==> config.mk <==
export PLATFORM = sky130hd
export DESIGN_NAME = vga_timing_gen
export DESIGN_NICKNAME = d
export VERILOG_FILES = /design/src/rtl/maze_vga_pkg.sv /design/src/rtl/pix_tick_div.sv /design/src/rtl/vga_timing_gen.sv
export SDC_FILE = /design/constraint.sdc
export NUM_CORES = 1
export LEC_CHECK = 0
export CAP_MARGIN = 10
export CORE_MARGIN = 3
export CORE_UTILIZATION = 40
export CTS_CLUSTER_SIZE = 20
export DETAILED_ROUTE_END_ITERATION = 8
export PLACE_DENSITY = 0.74
export SETUP_SLACK_MARGIN = 0.05
export SLEW_MARGIN = 10
export SYNTH_ARGS = -nofsm -noshare
export SYNTH_HDL_FRONTEND = slang
export SYNTH_SLANG_ARGS = --single-unit
==> constraint.sdc <==
create_clock -name Clk -period 4.6 [get_ports Clk]
set_input_delay 0.46 -clock Clk [delete_from_list [all_inputs] [get_ports Clk]]
set_output_delay 0.46 -clock Clk [all_outputs]
set_load 0.02 [all_outputs]
==> src/rtl/maze_vga_pkg.sv <==
// maze_vga_pkg: default VGA 640x480@60 timing constants and the raster phase encoding.
// Latency: none (constants and types only).
// Backpressure: none.
package maze_vga_pkg;

    // Horizontal timing in pixel ticks.
    localparam int H_ACTIVE = 640;
    localparam int H_FP     = 16;
    localparam int H_SYNC   = 96;
    localparam int H_BP     = 48;

    // Vertical timing in lines.
    localparam int V_ACTIVE = 480;
    localparam int V_FP     = 10;
    localparam int V_SYNC   = 2;
    localparam int V_BP     = 33;

    localparam int H_TOTAL  = H_ACTIVE + H_FP + H_SYNC + H_BP;
    localparam int V_TOTAL  = V_ACTIVE + V_FP + V_SYNC + V_BP;

    // Phase of one raster axis; both axes walk ACTIVE -> FP -> SYNC -> BP.
    typedef enum logic [1:0] {
        PH_ACTIVE = 2'd0,
        PH_FP     = 2'd1,
        PH_SYNC   = 2'd2,
        PH_BP     = 2'd3
    } phase_t;

endpackage

==> src/rtl/pix_tick_div.sv <==
// pix_tick_div: divides the system clock into a one-Clk pixel-step strobe every CLK_DIV cycles.
// Latency: first strobe CLK_DIV cycles after reset release (with i_En high).
// Backpressure: i_En low freezes the divider and forces o_PixTick low; it resumes where it stopped.
//
// Ports: Clk, Rst (async active-low), i_En (run enable), o_PixTick (pixel-step strobe).
// CLK_DIV must be at least 1.
module pix_tick_div #(
    parameter int CLK_DIV = 2
) (
    input  logic Clk,
    input  logic Rst,
    input  logic i_En,
    output logic o_PixTick
);

    localparam int            CW   = (CLK_DIV > 1) ? $clog2(CLK_DIV) : 1;
    localparam logic [CW-1:0] LAST = CW'(CLK_DIV - 1);

    logic [CW-1:0] cnt;
    logic [CW-1:0] cnt_nxt;
    logic          at_last;

    assign cnt_nxt = (cnt == LAST) ? '0 : cnt + 1'b1;

    // at_last mirrors (cnt == LAST) as a flop, so the strobe comes from a register
    // and is still low straight out of reset even when CLK_DIV is 1.
    always_ff @(posedge Clk or negedge Rst) begin
        if (!Rst) begin
            cnt     <= '0;
            at_last <= 1'b0;
        end else if (i_En) begin
            cnt     <= cnt_nxt;
            at_last <= (cnt_nxt == LAST);
        end
    end

    // Gating with i_En keeps the strobe low for every cycle the block is paused,
    // including a pause that starts on a tick cycle; that tick is re-issued on resume.
    assign o_PixTick = at_last & i_En;

endmodule

==> src/rtl/vga_timing_gen.sv <==
// vga_timing_gen: VGA raster generator (syncs, active flag, X/Y, pixel strobe, end-of-visible-frame pulse).
// Latency: X/Y/syncs/active/fDrawDone update on the edge that consumes o_PixTick, all zero-skew to each other.
// Backpressure: i_En low freezes divider, counters and phase FSMs; o_PixTick and fDrawDone stay low.
//
// Ports: Clk, Rst (async active-low), i_En, o_hSync, o_vSync, o_Active, o_X[9:0], o_Y[9:0],
//        o_PixTick, fDrawDone; with VGA_FRAME_CNT_EN defined also o_FrameCnt[7:0]
//        (frames completed, wraps 255 -> 0). Totals above 1023 are not supported.
module vga_timing_gen #(
    parameter int CLK_DIV  = 2,
    parameter int H_ACTIVE = maze_vga_pkg::H_ACTIVE,
    parameter int H_FP     = maze_vga_pkg::H_FP,
    parameter int H_SYNC   = maze_vga_pkg::H_SYNC,
    parameter int H_BP     = maze_vga_pkg::H_BP,
    parameter int V_ACTIVE = maze_vga_pkg::V_ACTIVE,
    parameter int V_FP     = maze_vga_pkg::V_FP,
    parameter int V_SYNC   = maze_vga_pkg::V_SYNC,
    parameter int V_BP     = maze_vga_pkg::V_BP,
    parameter bit SYNC_POL = 1'b0
) (
    input  logic       Clk,
    input  logic       Rst,
    input  logic       i_En,
    output logic       o_hSync,
    output logic       o_vSync,
    output logic       o_Active,
    output logic [9:0] o_X,
    output logic [9:0] o_Y,
    output logic       o_PixTick,
    output logic       fDrawDone
`ifdef VGA_FRAME_CNT_EN
  , output logic [7:0] o_FrameCnt
`endif
);

    import maze_vga_pkg::*;

    // Counter values at which each phase begins, plus the last value of each axis.
    localparam logic [9:0] H_FP_AT    = 10'(H_ACTIVE);
    localparam logic [9:0] H_SYNC_AT  = 10'(H_ACTIVE + H_FP);
    localparam logic [9:0] H_BP_AT    = 10'(H_ACTIVE + H_FP + H_SYNC);
    localparam logic [9:0] H_LAST     = 10'(H_ACTIVE + H_FP + H_SYNC + H_BP - 1);
    localparam logic [9:0] H_ACT_LAST = 10'(H_ACTIVE - 1);

    localparam logic [9:0] V_FP_AT    = 10'(V_ACTIVE);
    localparam logic [9:0] V_SYNC_AT  = 10'(V_ACTIVE + V_FP);
    localparam logic [9:0] V_BP_AT    = 10'(V_ACTIVE + V_FP + V_SYNC);
    localparam logic [9:0] V_LAST     = 10'(V_ACTIVE + V_FP + V_SYNC + V_BP - 1);
    localparam logic [9:0] V_ACT_LAST = 10'(V_ACTIVE - 1);

    phase_t     h_ph;
    phase_t     v_ph;
    phase_t     h_ph_nxt;
    phase_t     v_ph_nxt;
    phase_t     v_ph_after;
    logic [9:0] h_nxt;
    logic [9:0] v_nxt;
    logic       h_wrap;
    logic       v_wrap;
    logic       frame_end;

    pix_tick_div #(
        .CLK_DIV (CLK_DIV)
    ) u_pix_tick_div (
        .Clk       (Clk),
        .Rst       (Rst),
        .i_En      (i_En),
        .o_PixTick (o_PixTick)
    );

    assign h_wrap = (o_X == H_LAST);
    assign h_nxt  = h_wrap ? 10'd0 : o_X + 10'd1;
    assign v_wrap = (o_Y == V_LAST);
    assign v_nxt  = v_wrap ? 10'd0 : o_Y + 10'd1;

    // Last visible pixel being stepped past: the top may touch maze state from here on.
    assign frame_end = o_PixTick && (o_X == H_ACT_LAST) && (o_Y == V_ACT_LAST);

    // Phase the axes will hold after the coming step; only consumed on a pixel tick
    // (horizontal) or on a line wrap (vertical).
    always_comb begin
        h_ph_nxt = h_ph;
        case (h_ph)
            PH_ACTIVE: if (h_nxt == H_FP_AT)   h_ph_nxt = PH_FP;
            PH_FP:     if (h_nxt == H_SYNC_AT) h_ph_nxt = PH_SYNC;
            PH_SYNC:   if (h_nxt == H_BP_AT)   h_ph_nxt = PH_BP;
            PH_BP:     if (h_wrap)             h_ph_nxt = PH_ACTIVE;
            default:                           h_ph_nxt = PH_ACTIVE;
        endcase
    end

    always_comb begin
        v_ph_nxt = v_ph;
        case (v_ph)
            PH_ACTIVE: if (v_nxt == V_FP_AT)   v_ph_nxt = PH_FP;
            PH_FP:     if (v_nxt == V_SYNC_AT) v_ph_nxt = PH_SYNC;
            PH_SYNC:   if (v_nxt == V_BP_AT)   v_ph_nxt = PH_BP;
            PH_BP:     if (v_wrap)             v_ph_nxt = PH_ACTIVE;
            default:                           v_ph_nxt = PH_ACTIVE;
        endcase
    end

    assign v_ph_after = h_wrap ? v_ph_nxt : v_ph;

    // Outputs are registered from the next-phase values so they land on the
    // same edge as the counters they describe.
    always_ff @(posedge Clk or negedge Rst) begin
        if (!Rst) begin
            o_X       <= 10'd0;
            o_Y       <= 10'd0;
            h_ph      <= PH_ACTIVE;
            v_ph      <= PH_ACTIVE;
            o_hSync   <= ~SYNC_POL;
            o_vSync   <= ~SYNC_POL;
            o_Active  <= 1'b1;
            fDrawDone <= 1'b0;
        end else begin
            fDrawDone <= frame_end;
            if (o_PixTick) begin
                o_X      <= h_nxt;
                h_ph     <= h_ph_nxt;
                o_hSync  <= (h_ph_nxt == PH_SYNC) ? SYNC_POL : ~SYNC_POL;
                o_Active <= (h_ph_nxt == PH_ACTIVE) && (v_ph_after == PH_ACTIVE);
                if (h_wrap) begin
                    o_Y     <= v_nxt;
                    v_ph    <= v_ph_nxt;
                    o_vSync <= (v_ph_nxt == PH_SYNC) ? SYNC_POL : ~SYNC_POL;
                end
            end
        end
    end

`ifdef VGA_FRAME_CNT_EN
    always_ff @(posedge Clk or negedge Rst) begin
        if (!Rst) begin
            o_FrameCnt <= 8'd0;
        end else if (frame_end) begin
            o_FrameCnt <= o_FrameCnt + 8'd1;
        end
    end
`endif

endmodule

==> reports/metrics.cfg, run 1 <==
[critical_path]
path_cells=ha_1, nand4_4, or3_1, a2111oi_0, a41oi_1, nor3_1, o221ai_1, o41ai_1
cp.required_ns=4.76
rrSetupSlack_ns=1.63
critPathArrivalTime_ns=3.12
critPathSlowestCell=dfrtp_1
crit_type=reg -> reg
critPathMaxFanout=8
endpoint_kind=flip-flop
max_stage_delay_ns=0.46
critPathLaunchType=flip-flop

[logic_synthesis]
synth_area_um2=1890
async_flop_share=1.00
synth_most_common_cell=nand2_1
synth_flop_cell=dfrtp_1
synth_edf_count=0
synth-adder-area-share=0.0264
synth_nets=235
ys_types=48
synth_area_per_cell_um2=8.30
synth_area_leader_cell=dfrtp_1
synth_area_leaders=dfrtp_1 34%, nand2_1 6.5%, o21ai_0 5.3%
synthCells=228
ys_ff_latch=29
synth_top_family_by_area=simple AND/OR/NAND/NOR gates
ys_warn_count=0
yosys.area_share.simple=0.266
synthXorXnorAreaFrac=0.0555
synth_top_area_share=0.344
synth_compound_area_frac=0.207
post_synth_mux_area_share=0.0112
ys_seq_area_frac=0.385
netlist_top_cells_count=33 x nand2_1, 26 x dfrtp_1, 20 x o21ai_0

[cts]
cts_setup_buffers=0
cts_buffer_depth=2
clk_latency_ns=0.27
cts_resized=0
cts-root-buf=clkbuf_8
numCtsBuffers=5
h-tree-depth=2
hold_buffers=0
clk_pin_slew_worst_paths_ns=0.06
cts_tree=built
cts_sinks=29

[power_and_ir_drop]
power.internal_uw=488
ir_drop_mv=0.190
power_switching_uw=258
leakage_nw=0.839
seqPwrFrac=0.467
p_clk_frac=0.265
switching_share=0.346
total_power_uw=747
combPwrFrac=0.269
power_density_nw_per_um2=330

[final_layout]
final_area_um2=2260
area_growth_syn_to_layout_pct=19.4
fin_nets=254
final_cells=300
drive_above_1_share=0.0605
diodes=0

[sta]
worst_pin_slew_ns=0.589
fin_setup_tns_ns=0
fin_crit_ns=2.97
slew_violations=0
finalSetupViolCount=0
hold_viol=0
rsz0062_at_grt=false
fin_crit_sh=0.645
fmaxAchievable_mhz=337
finClkSkew_ns=0.00569
maxSlewHeadroom=0.604

[detailed_routing]
detail_route.first_pass.iterations=4
drtIter0Drc=186
viasPerCell=5.85
routed-via-count=1754
finalWirelength_mm=4.33
route.detailed.drc=0
ant_nets=0
wl_per_cell_um=14.4

[global_route]
grt_max_degree=30
grt.overflow.total=0
grt_pass1_wl_mm=7.38
grt_pass1_vias=1542
antenna_found_initial=0
grt_usage=0.167

[worst_hold_path]
hp-class=reg -> reg

[floorplanning]
die_w_um=74.8
die_h_um=74.8
fp.dieArea_um2=5590
initial_core_util=0.423
rows=24
core-area_um2=4470
ios=28

[place]
place.gp.congestion=0.876
port-buffer-count=27
dp_hpwl_mm=3.04
place_area_um2=2180
place_inst=292

[job]
cap_violations=0

[status]
status=finished clean

critical path: cells and delay by family (launching register included):
| family | cells | cell delay [ns] |
|---|---|---|
| and+or+nand+nor | 3 | 0.94 |
| adders and majority gates | 1 | 0.31 |
| DFF | 1 | 0.46 |
| AOI/OAI and AO/OA | 4 | 1.15 |
placed cells by master (no fill, tap or decap), drive strengths merged, types with 2 or more instances in the layout:
master,Yosys,final
nand2,33,33
clkdlybuf4s50,0,27
dfrtp,26,26
o21ai,20,20
nor2,14,14
nand3,10,10
nor3,10,10
a21oi,10,10
clkbuf,14,8
xor2,7,7
a31oi,7,7
o31ai,7,7
inv,6,6
or3,5,5
xnor2,5,5
nand4b,4,4
ha,4,4
nor4,3,3
dfstp,3,3
and3,2,2
a41oi,2,2
a21o,2,2
a211oi,2,2
nand3b,2,2
o41ai,2,2
nand2b,2,2
nor2b,2,2
o21a,2,2
buf,3,2
nand4,2,2
nor4b,2,2
registers in the layout, indices dropped and copies added (netlist names):
| name | cells |
|---|---|
| v_ph | 2 |
| h_ph | 2 |
| o_Y | 10 |
| u_pix_tick_div.cnt | 1 |
| o_Active | 1 |
| fDrawDone | 1 |
| o_hSync | 1 |
| o_X | 10 |
| o_vSync | 1 |
logic make-up after synthesis:
family | after synthesis
buf+inv | 23
fa+ha+maj | 4
mux | 2
flops | 29
simple gates | 97
xor+xnor | 12
compound gates | 61
worst paths after layout:
check	start	end	depth (start not counted)
worst min-delay path	u_pix_tick_div.cnt	u_pix_tick_div.cnt	1
worst max-delay path	o_X[0]	o_Active	8
worst min register to register	u_pix_tick_div.cnt	u_pix_tick_div.cnt	1
worst max register to register	o_X[0]	o_Active	8
min in group asynchronous	Rst	o_Y[0]	2
max in group asynchronous	Rst	o_Active	2
through the flow:
step / util / worst slack (ns) / hold slack [ns]
3_3_place_gp: 0.487 / 1.75 / 0.454
5_1_grt: 0.505 / 1.28 / 0.492
6_report: 0.505 / 1.63 / 0.460
3_5_place_dp: 0.487 / 1.68 / 0.456
4_1_cts: 0.505 / 1.64 / 0.468
2_1_floorplan: - / 1.71 / 0.164
power by group through the flow:
stage / combinational [mW] / sequential (mW) / clock [mW]
2_1_floorplan: 0.105 / 0.364 / 0
3_3_place_gp: 0.198 / 0.349 / 0
3_5_place_dp: 0.200 / 0.352 / 0
4_1_cts: 0.202 / 0.347 / 0.205
5_1_grt: 0.219 / 0.355 / 0.216
6_report: 0.200 / 0.348 / 0.198
cell type report:
class,count,area (um2)
repair buffers,29,285
multi-input cells,176,1080
flip-flops and latches,29,729
well taps,52,65.1
clock buffers,8,80.1
fillers,415,2210
inverters,6,22.5
layer usage:
metal | global-route usage | wire length, um | vias to the layer above
li1 | - | - | 871
met1 | 0.236 | 2080 | 827
met2 | 0.254 | 2020 | 50
met3 | 0.0360 | 172 | 6
met4 | 0.0553 | 59 | 0
met5 | 0 | 0 | -
Power figures use the tool's default switching activity.
==> inputs of run 2 (changes only) <==
--- a/config.mk
+++ b/config.mk
@@ -10,7 +10,7 @@
 export CORE_UTILIZATION = 40
 export CTS_CLUSTER_SIZE = 20
 export DETAILED_ROUTE_END_ITERATION = 8
-export PLACE_DENSITY = 0.74
+export PLACE_DENSITY = 0.76
 export SETUP_SLACK_MARGIN = 0.05
 export SLEW_MARGIN = 10
 export SYNTH_ARGS = -nofsm -noshare
==> constraint.sdc (replaced) <==
create_clock -name Clk -period 2.4 [get_ports Clk]
set_input_delay 0.24 -clock Clk [delete_from_list [all_inputs] [get_ports Clk]]
set_output_delay 0.24 -clock Clk [all_outputs]
set_load 0.02 [all_outputs]
==> reports/metrics.cfg, run 2 (synthesis gave the netlist of run 1 again) <==
[detailed_routing]
viasPerCell=5.85
route.detailed.drc=0
ant_nets=0
routed-via-count=1955
drtIter0Drc=185
detail_route.first_pass.iterations=4
finalWirelength_mm=5.34
wl_per_cell_um=16.0

[sta]
maxSlewHeadroom=0.737
rsz0062_at_grt=true
slew_violations=0
finalSetupViolCount=0
fin_crit_ns=2.35
fin_setup_tns_ns=0
finClkSkew_ns=0.00965
hold_viol=0
fmaxAchievable_mhz=425
worst_pin_slew_ns=0.394
fin_crit_sh=0.981

[cts]
cts_buffer_depth=2
cts_sinks=29
numCtsBuffers=5
h-tree-depth=2
cts_tree=built
hold_buffers=0
clk_pin_slew_worst_paths_ns=0.07
cts-root-buf=clkbuf_8
clk_latency_ns=0.29

[global_route]
grt_pass1_wl_mm=8.27
antenna_found_initial=0
grt_pass1_vias=1788
grt_max_degree=30
grt.overflow.total=0
grt_usage=0.190

[final_layout]
area_growth_syn_to_layout_pct=43.4
top_regs=o_X: 10 flops, o_Y: 10 flops
drive_above_1_share=0.273
fin_nets=288
diodes=0
final_area_um2=2720
final_cell_mix=33 x nand2_1, 33 x buf_4, 27 x clkdlybuf4s50_1, 21 x dfrtp_1, 16 x o21ai_0

[critical_path]
timing.rr.end=v_ph[0]
r2r_start=o_Y[1]
crit_type=reg -> reg
critPathLaunchType=flip-flop
cpLargestDelayFamily=simple AND/OR/NAND/NOR gates
path_cells=ha_4, and3_4, or3_1, a311oi_1, o21ai_1, or4_4, a21oi_2, a21oi_1
crit_end=v_ph[0]
r2r_cells=8
cp-startpoint=o_Y[1]
cp.buffers_inverters=0
critPathMaxFanout=3
critPathArrivalTime_ns=2.51
rrSetupSlack_ns=0.05
cp.required_ns=2.56
cp.depth=8
endpoint_kind=flip-flop
critPathSlowestCell=or4_4
max_stage_delay_ns=0.55

[power_and_ir_drop]
leakage_nw=1.06
ir_drop_mv=0.326
power_density_nw_per_um2=593

[floorplanning]
ios=28
rows=24
initial_core_util=0.423
die_w_um=74.8
core-area_um2=4470
fp.dieArea_um2=5590
die_h_um=74.8

[place]
place_area_um2=2460
dp_hpwl_mm=3.39
port-buffer-count=27
place.gp.congestion=0.899

[job]
cap_violations=0

[status]
status=finished clean

[worst_hold_path]
hp-class=in -> async

-- run 2: how the worst min path moves through the flow --
stage | from | to | cells past startpoint
final | Rst | o_X[5] | 2
after global routing | Rst | o_X[5] | 2
after CTS | Rst | o_X[5] | 2
after detailed placement | u_pix_tick_div.cnt | u_pix_tick_div.cnt | 1
after global placement | u_pix_tick_div.cnt | u_pix_tick_div.cnt | 1
after floorplan | Rst | fDrawDone | 0
-- run 2: cell type report --
type | count | area, um2
multi-input combinational | 176 | 1250
inverter | 6 | 22.5
clock buffer | 8 | 80.1
tap | 52 | 65.1
sequential | 29 | 736
fill | 351 | 1760
timing repair buffer | 63 | 561
-- run 2: routing by layer --
metal  routed length [um]  global-route usage  vias to the layer above
met5                    0                   0                        -
met4                   85              0.0613                        0
met3                  284              0.0401                       11
met2                 2590               0.300                       63
met1                 2380               0.262                      942
li1                     -                   -                      939
-- run 2: metrics by stage --
stage               setup slack (ns)  instances   util  hold WS (ns)  total power, mW
global placement              0.0430        324  0.551         0.452             1.15
detailed placement            0.0229        324  0.551         0.457             1.17
global route                 -0.0375        334  0.607         0.383             1.70
finish                        0.0466        334  0.607         0.335             1.61
floorplan                     -0.227        228      -       -0.0556            0.922
CTS                           0.0510        332  0.572         0.355             1.56
-- run 2: power breakdown --
| part | switching, mW | leakage (nW) | internal, mW |
|---|---|---|---|
| clock network | 0.183 | 0.0395 | 0.206 |
| registers | 0.0722 | 0.374 | 0.564 |
| logic | 0.313 | 0.648 | 0.272 |
| total | 0.568 | 1.06 | 1.04 |
-- run 2: repair_timing --
action,in CTS,in global routing
setup buffers,0,2
endpoints found under the setup margin,5,10
gates resized for setup,4,29
pin swaps,0,7
-- run 2: worst register-to-register path, cell delays in order, from the launching register on --
cell	delay, ns
dfrtp_2	0.42
ha_4	0.17
and3_4	0.18
or3_1	0.30
a311oi_1	0.26
o21ai_1	0.16
or4_4	0.56
a21oi_2	0.13
a21oi_1	0.07
==> inputs of run 3 (changes only) <==
--- a/config.mk
+++ b/config.mk
@@ -11,7 +11,7 @@
 export CTS_CLUSTER_SIZE = 20
 export DETAILED_ROUTE_END_ITERATION = 8
 export PLACE_DENSITY = 0.76
-export SETUP_SLACK_MARGIN = 0.05
+export SETUP_SLACK_MARGIN = 0.1
 export SLEW_MARGIN = 10
 export SYNTH_ARGS = -nofsm -noshare
 export SYNTH_HDL_FRONTEND = slang
==> constraint.sdc (replaced) <==
create_clock -name Clk -period 2.4 [get_ports Clk]
set_input_delay 0.24 -clock Clk [delete_from_list [all_inputs] [get_ports Clk]]
set_output_delay 0.24 -clock Clk [all_outputs]
set_load 0.01 [all_outputs]
==> reports/metrics.cfg, run 3 (synthesis gave the netlist of run 1 again) <==
[floorplanning]
die_h_um=74.8
rows=24
die_w_um=74.8
initial_core_util=0.423
core-area_um2=4470
fp.dieArea_um2=5590
ios=28

[power_and_ir_drop]
power_switching_uw=532
combPwrFrac=0.329
p_clk_frac=0.277
power_density_nw_per_um2=586
total_power_mw=1.62
power.internal_mw=1.08
switching_share=0.329
ir_drop_mv=0.361
leakage_nw=1.07
seqPwrFrac=0.393

[final_layout]
regArea_um2=734
final_core_util=0.616
final_cells=334
final_cell_mix=33 x nand2_1, 32 x buf_4, 27 x clkdlybuf4s50_1, 22 x dfrtp_1, 13 x o21ai_0
top_regs=o_X: 10 flops, o_Y: 10 flops
diodes=0
final_common_cell=nand2_1
num-fill-cells=351
drive_above_1_share=0.294
fin_nets=288
final_area_um2=2760
multiInputGateArea_um2=1270
area_growth_syn_to_layout_pct=45.7

[detailed_routing]
top_layer=met4
detail_route.first_pass.iterations=5
m1WireLength_mm=2.45
drtIter0Drc=288
route.detailed.drc=0
wl_per_cell_um=16.6
ant_nets=0
wl_met3_um=322
viasPerCell=5.89
routed-wl-met2_mm=2.63
routed-via-count=1966
finalWirelength_mm=5.54

[sta]
finClkSkew_ns=0.00431
fin_crit_ns=2.37
slew_violations=0
fmaxAchievable_mhz=423
hold_viol=0
finalSetupViolCount=0
fin_setup_tns_ns=0
worst_pin_slew_ns=0.428
rsz0062_at_grt=true
maxSlewHeadroom=0.714
fin_crit_sh=0.986

[cts]
cts-root-buf=clkbuf_8
h-tree-depth=2
clk_latency_ns=0.28
numCtsBuffers=5
clk_pin_slew_worst_paths_ns=0.06
cts_sinks=29
cts_tree=built
cts_buffer_depth=2

[critical_path]
crit_type=reg -> reg
critPathMaxFanout=3
cpLargestDelayFamily=simple AND/OR/NAND/NOR gates
r2r_start=o_X[0]
timing.rr.end=o_Y[9]
critPathLaunchType=flip-flop
endpoint_kind=flip-flop
critPathArrivalTime_ns=2.56
cp.required_ns=2.59
max_stage_delay_ns=0.39
path_cells=ha_4, nand4_4, or3_4, or3_4, or3_4, or3_4, o31ai_2
critPathSlowestCell=or3_4
cp.buffers_inverters=0
rrSetupSlack_ns=0.03
crit_path_frequent_cell=or3_4
r2r_cells=7

[global_route]
grt_pass1_vias=1789
grt.overflow.total=0
grt_usage=0.195
grt_max_degree=30
antenna_found_initial=0
grt_pass1_wl_mm=8.43

[status]
status=finished clean

[place]
place_area_um2=2430
dp_hpwl_mm=3.47
port-buffer-count=27
place_inst=320
place.gp.congestion=0.902

[job]
cap_violations=0

[worst_hold_path]
hp-class=in -> async

-- run 3: metal layers --
| metal | vias up | global-route usage |
|---|---|---|
| li1 | 932 | - |
| met1 | 906 | 0.262 |
| met2 | 111 | 0.305 |
| met3 | 17 | 0.0454 |
| met4 | 0 | 0.0731 |
| met5 | - | 0 |
-- run 3: power groups by stage --
stage	sequential (mW)	combinational (mW)	clock, mW
after CTS	0.629	0.507	0.457
after detailed placement	0.634	0.481	0
after global routing	0.642	0.578	0.484
final	0.636	0.532	0.448
after global placement	0.634	0.469	0
after floorplan	0.673	0.205	0
-- run 3: timing repair --
item | CTS | global route
hold buffers | 0 | 0
pin swaps | 6 | 7
buffers inserted | 5 | 1
gates resized for setup | 15 | 24
setup endpoints to repair | 10 | 14
-- run 3: area by class of cell --
| class | instances | area share |
|---|---|---|
| multi-input cells | 176 | 0.461 |
| flip-flops and latches | 29 | 0.266 |
| repair buffers | 63 | 0.205 |
| clock buffers | 7 | 0.0349 |
| well taps | 52 | 0.0236 |
| inverters | 6 | 0.00817 |
| clock inverters | 1 | 0.00181 |
-- run 3: worst max-delay path by stage --
stage,start,to,slack (ns),depth (start not counted)
after floorplan,o_X[1],o_Y[9],-0.18,9
after global placement,o_Y[1],v_ph[0],0.03,8
after detailed placement,o_X[1],o_Active,-0.07,8
after CTS,o_X[0],o_Active,0.06,7
after global routing,o_X[0],o_hSync,-0.05,10
final,o_X[0],o_Y[9],0.03,7
-- run 3: through the flow --
step           worst slack [ns]  hold slack (ns)
6_report                 0.0333            0.341
5_1_grt                 -0.0536            0.380
4_1_cts                  0.0623            0.352
3_5_place_dp            -0.0707            0.456
3_3_place_gp             0.0251            0.452
2_1_floorplan            -0.178          -0.0556
